===== src/rtl/inputdata_unit.sv =====
// Operand entry unit: debounced push-button captures two switch operands,
// then hands them to the control unit through a ready/loaddata handshake.
module inputdata_unit #(
    parameter int unsigned WIDTH = 8
) (
    input  logic             clk,
    input  logic             reset,
    input  logic             enter,
    input  logic             restart,
    input  logic [WIDTH-1:0] switches,
    input  logic             loaddata,
    output logic             inputdata_ready,
    output logic [WIDTH-1:0] operand_a,
    output logic [WIDTH-1:0] operand_b,
    output logic [1:0]       state_code
);

    typedef enum logic [1:0] {
        GET_A = 2'b00,
        GET_B = 2'b01,
        READY = 2'b10,
        DONE  = 2'b11
    } state_t;

    state_t           state;
    state_t           state_next;
    logic             sync_1;
    logic             sync_2;
    logic             sync_prev;
    logic             press_c;
    logic [WIDTH-1:0] operand_a_next;
    logic [WIDTH-1:0] operand_b_next;
    logic             ready_next;

    // Two-flop synchronizer plus one delay flop for rising-edge detection
    always_ff @(posedge clk or negedge reset) begin
        if (!reset) begin
            sync_1    <= 1'b0;
            sync_2    <= 1'b0;
            sync_prev <= 1'b0;
        end else begin
            sync_1    <= enter;
            sync_2    <= sync_1;
            sync_prev <= sync_2;
        end
    end

    assign press_c = sync_2 & ~sync_prev;

    // State register
    always_ff @(posedge clk or negedge reset) begin
        if (!reset) begin
            state <= GET_A;
        end else begin
            state <= state_next;
        end
    end

    // Next-state logic; restart wins over press and loaddata
    always_comb begin
        state_next = state;
        if (restart) begin
            state_next = GET_A;
        end else begin
            case (state)
                GET_A:   if (press_c)  state_next = GET_B;
                GET_B:   if (press_c)  state_next = READY;
                READY:   if (loaddata) state_next = DONE;
                DONE:    state_next = DONE;
                default: state_next = GET_A;
            endcase
        end
    end

    // Output logic: operands load only on capture edges, ready mirrors READY
    always_comb begin
        operand_a_next = operand_a;
        operand_b_next = operand_b;
        ready_next     = (state_next == READY);
        if (!restart && press_c) begin
            if (state == GET_A) operand_a_next = switches;
            if (state == GET_B) operand_b_next = switches;
        end
    end

    always_ff @(posedge clk or negedge reset) begin
        if (!reset) begin
            operand_a       <= '0;
            operand_b       <= '0;
            inputdata_ready <= 1'b0;
        end else begin
            operand_a       <= operand_a_next;
            operand_b       <= operand_b_next;
            inputdata_ready <= ready_next;
        end
    end

    assign state_code = state;

endmodule


===== config.mk =====
export PLATFORM = sky130hd
export DESIGN_NAME = inputdata_unit
export DESIGN_NICKNAME = d
export VERILOG_FILES = /design/src/rtl/inputdata_unit.sv
export SDC_FILE = /design/constraint.sdc
export NUM_CORES = 1
export LEC_CHECK = 0
export ABC_AREA = 1
export BUFFER_PORTS_ARGS = -buffer_cell sky130_fd_sc_hd__buf_2
export CAP_MARGIN = 15
export CELL_PAD_IN_SITES_DETAIL_PLACEMENT = 0
export CELL_PAD_IN_SITES_GLOBAL_PLACEMENT = 1
export CORE_ASPECT_RATIO = 1.5
export CORE_MARGIN = 3
export CORE_UTILIZATION = 35
export CTS_CLUSTER_DIAMETER = 200
export DETAILED_ROUTE_END_ITERATION = 6
export GPL_TIMING_DRIVEN = 0
export PLACE_DENSITY_LB_ADDON = 0.1
export SLEW_MARGIN = 10
export SYNTH_ARGS = -nofsm -noshare
export SYNTH_HDL_FRONTEND = slang
export SYNTH_SLANG_ARGS = --single-unit

===== constraint.sdc =====
create_clock -name clk -period 1.4 [get_ports clk]
set_input_delay 0.21 -clock clk [delete_from_list [all_inputs] [get_ports clk]]
set_output_delay 0.21 -clock clk [all_outputs]
set_load 0.005 [all_outputs]

# After elaboration in Yosys (flattened, before gate mapping)
# Cells that the tools add are included.
totals:
  reg_bits: 22
  input_bits: 13
  elab_cells: 23
classes:
  n_eq_ne: 4
  mux: 5
  n_bitwise: 2
  reduce_logical: 5
op_table:
  columns: ["cell", "count"]
  rows:
  - ["2-bit 2-to-1 mux", 4]
  - ["2-bit one-hot mux with 4 select lines", 1]
  - ["2-bit equality test (second input constant)", 3]
  - ["2-bit AND reduction", 2]
  - ["2-bit by 1-bit equality test with 1-bit output (second input constant)", 1]
  - ["2-bit logical NOT", 1]
  - ["1-bit bitwise AND", 1]
  - ["1-bit logical AND", 1]
  - ["1-bit logical NOT", 1]
  - ["1-bit NOT", 1]

# Logic depth before layout (Yosys ltp)
depth:
  word_depth: 6
  ltp_mapped: 7

# Worst setup path after synthesis
# Ideal clock, no wire load.
synth_timing:
  path_type: "register -> register"
  startpoint: "register sync_prev"
  endpoint: "register operand_b[0]"
  setup_time_ns: 0.117
  arrival_ns: 0.894
  required_ns: 1.283
  path_slack_ns: 0.389
  stages_incl_launch_ff: 8
  path_buffers: 1
  synth_period_minus_slack_ns: 1.011
  cell_sequence: "dfrtp_1 > inv_1 > nand2_2 > nor2_4 > buf_6 > nand2_4 > nand2_1 > nand2_1"
synth_via:
  elab_chain_len: 4
synth_rtl:
  columns: ["item", "line_no", "text"]
  rows:
  - ["from (decl)", "29", "logic sync_prev;"]
  - ["from (signal assigned)", "44", "sync_prev <= sync_2;"]
  - ["1-bit NOT", "48", "assign press_c = sync_2 & ~sync_prev;"]
  - ["1-bit bitwise AND", "48", null]
  - ["1-bit logical AND", "80", "if (!restart && press_c) begin"]
  - ["2-bit AND reduction (no source line)", null, null]
  - ["to (signal assigned)", "93", "operand_b <= operand_b_next;"]
  - ["to (decl)", "14", "output logic [WIDTH-1:0] operand_b,"]
# No other way between the ends.
# A chain may end at the register's enable or synchronous reset.

# Worst setup path in the final report
layout_timing:
  startpoint: "register sync_prev"
  endpoint: "register operand_a[3]"
layout_via:
  elab_chain_len: 4
layout_rtl:
  columns: ["item", "line_no", "text"]
  rows:
  - ["1-bit NOT", "48", null]
  - ["1-bit bitwise AND", "48", null]
  - ["1-bit logical AND", "80", null]
  - ["2-bit AND reduction (no source line)", null, null]
  - ["to (signal assigned)", "92", "operand_a <= operand_a_next;"]
  - ["to (decl)", "13", "output logic [WIDTH-1:0] operand_a,"]
# No other way between the ends.

==> key figures <==
Run status
  • Outcome: finished clean

Die
  • Die area: 3270 µm²
  • Die W: 47.7 µm
  • Number of placed I/O pins: 32
  • CORE AREA: 2480 µm²
  • Die Y: 68.5 µm
  • Row count: 22
  • Starting Density: 0.368

Logic synthesis
  • Register area share after synthesis: 0.604
  • Largest area contributor in the netlist: dfrtp_1
  • Count of cell types in the netlist: 14
  • Synthesized net count: 109
  • Cells after synthesis: 96
  • Most common cell in the netlist: nand2_1
  • Synth warn: 0
  • Ys flop type: dfrtp_1
  • Synth top cells by count: nand2_1 (42), dfrtp_1 (22), nand3_1 (8), inv_1 (5), nor2_4 (4)
  • Post-synth top area share: 0.604
  • Number of synthesized flops with an enable pin: 0
  • Avg Inst Size Synth: 9.50 µm²
  • Top cells by area, synth: dfrtp_1 (60%), nand2_1 (17%), nor2_4 (4.9%)
  • FFs w/ async S/R, synth: 1.00
  • FF+latch count, synth: 22
  • Synthesized cell area: 912 µm²

Layout
  • Fillers: 269
  • Share of layout cells above drive strength 1: 0.366
  • FF/Latch Area: 551 µm²
  • Final Cell Area: 1130 µm²
  • Final nets: 146
  • Syn-to-layout area delta: 23.9%
  • # diodes: 0
  • Footprint of the multi-input gates: 324 µm²

Setup path
  • Worst path cell trace: inv_1, nand2_2, nor2_4, nand2_1, nand2_1, nand2_1
  • Worst Path Arrival: 1.32 ns
  • Crit path max fanout: 8
  • CP max-delay cell: dfrtp_1
  • CP max stage delay: 0.42 ns
  • Crit Path Category: register to register
  • Worst setup EP type: register
  • Critical path data required time: 1.60 ns
  • CP startpoint kind: register
  • Crit path top cell by count: nand2_1

Power
  • PwrDens: 1290 nW/µm²
  • P_leak: 0.667 nW
  • Overall power: 1.46 mW
  • Maximum VDD drop: 658 µV

Global route
  • Largest net degree at the start of global routing: 23
  • Initial antenna violation count: 0
  • Overall global routing resource usage: 0.138
  • First-pass GRT wire length: 3170 µm
  • Total gr overflow: 0
  • Vias in the first global route: 757

Clocking
  • Clk root buf: clkbuf_4
  • Clock Sink Count: 22
  • Clock buffer depth: 2
  • CTS H-tree lvls: 1
  • Post-CTS Hold Buffers: 1
  • CTS resizes: 0
  • Setup bufs post-CTS: 0
  • Clock transition at the registers of the reported paths: 0.11 ns
  • CTS Buf Count: 3
  • CTS tree: done
  • Clock Latency Late Sink: 0.29 ns

Place
  • Cell Area, Placed: 1100 µm²
  • Placer congestion estimate: 0.695
  • Pre-CTS setup slack: 0.276 ns
  • HPWL Detailed: 1460 µm
  • Port buffer count: 31

Timing
  • Max Clk Rate: 0.888 GHz
  • Worst Max-Slew Pin Slew: 0.488 ns
  • Final hold viol count: 0
  • Setup TNS: 0 ns
  • Post-route setup slack: 0.273 ns
  • Slew HR: 0.675
  • Final setup fails: 0
  • Fin Clk Skew: 0.00283 ns
  • RSZ-0062 raised after global routing: no
  • Fin crit share: 0.805
  • Min Clock Period, post-route: 1.13 ns
  • Final Max Slew Viols: 0

Detailed routing
  • DRT Wirelength: 1900 µm
  • Routed vias/inst: 4.66
  • Routed WL per cell: 12.3 µm
  • Post-route DRC: 0
  • Post-DRT Antenna Nets: 0
  • Drt first pass iters: 4
  • Starting DRT DRC Count: 11
  • Total number of vias: 722

Job
  • Max-cap violations: 0

Min path
  • HP Class: primary input to register
-- routing by layer --
layer,share of wire,vias to the layer above,global-route usage,wire [µm]
met4,0.0089,0,0.0606,17
li1,-,364,-,-
met3,0.056,2,0.0182,106
met5,0,-,0,0
met2,0.52,18,0.232,986
met1,0.42,338,0.169,792
-- final cells by class --
type	instances	area share
tap	24	0.0266
buffer	1	0.00997
inverter	7	0.0233
clock buffer	3	0.0199
multi-input combinational	66	0.287
timing repair buffer	32	0.146
sequential	22	0.487
-- worst paths after layout --
| check | start | end | slack (ns) | cells after the start |
|---|---|---|---|---|
| max | sync_prev$_DFF_PN0_ | operand_a[3]$_DFFE_PN0P_ | 0.27 | 6 |
| min | enter | sync_1$_DFF_PN0_ | 0.01 | 1 |
| max reg2reg | sync_prev$_DFF_PN0_ | operand_a[3]$_DFFE_PN0P_ | 0.27 | 6 |
| min reg2reg | sync_1$_DFF_PN0_ | sync_2$_DFF_PN0_ | 0.36 | 0 |
| max in group asynchronous | reset | operand_a[1]$_DFFE_PN0P_ | 0.67 | 2 |
| min in group asynchronous | reset | sync_prev$_DFF_PN0_ | 0.40 | 2 |
-- power breakdown --
part / total [mW] / internal [mW] / switching, mW
combinational: 0.349 / 0.164 / 0.185
sequential: 0.836 / 0.765 / 0.0713
clock: 0.273 / 0.100 / 0.173
-- metrics by stage --
stage | utilization | hold WS, ns | cells
finish | 0.456 | 0.0138 | 155
global route | 0.456 | 0.00137 | 155
CTS | 0.456 | 0.00541 | 155
detailed placement | 0.443 | 0.209 | 151
global placement | 0.443 | 0.198 | 151
floorplan | - | -0.0856 | 96
-- critical path, delay by kind of cell (launching register included) --
kind	cells	cell delay, ns
flops	1	0.42
buf+inv	1	0.07
simple gates	5	0.53
-- flip-flops by register name, summed over array words and instances (netlist names) --
| signal | cells |
|---|---|
| sync_prev | 1 |
| sync_1 | 1 |
| inputdata_ready | 1 |
| operand_a | 8 |
| operand_b | 8 |
| state_code | 2 |
| sync_2 | 1 |
-- cells in the final DEF (no fill, tap or decap) --
cell	count
a21oi_1	1
buf_2	31
buf_6	1
clkbuf_4	3
dfrtp_1	22
dlygate4sd3_1	1
inv_1	5
inv_2	2
nand2_1	42
nand2_2	3
nand2_4	2
nand3_1	8
nand3_2	1
nand3b_1	1
nor2_1	3
nor2_2	1
nor2_4	4
-- kinds of logic after synthesis --
group                  synth area share
flip-flops                        0.604
AND/OR/NAND/NOR                   0.350
AO/OA/AOI/OAI                   0.00548
buffers and inverters            0.0412
Power figures use the tool's default switching activity.
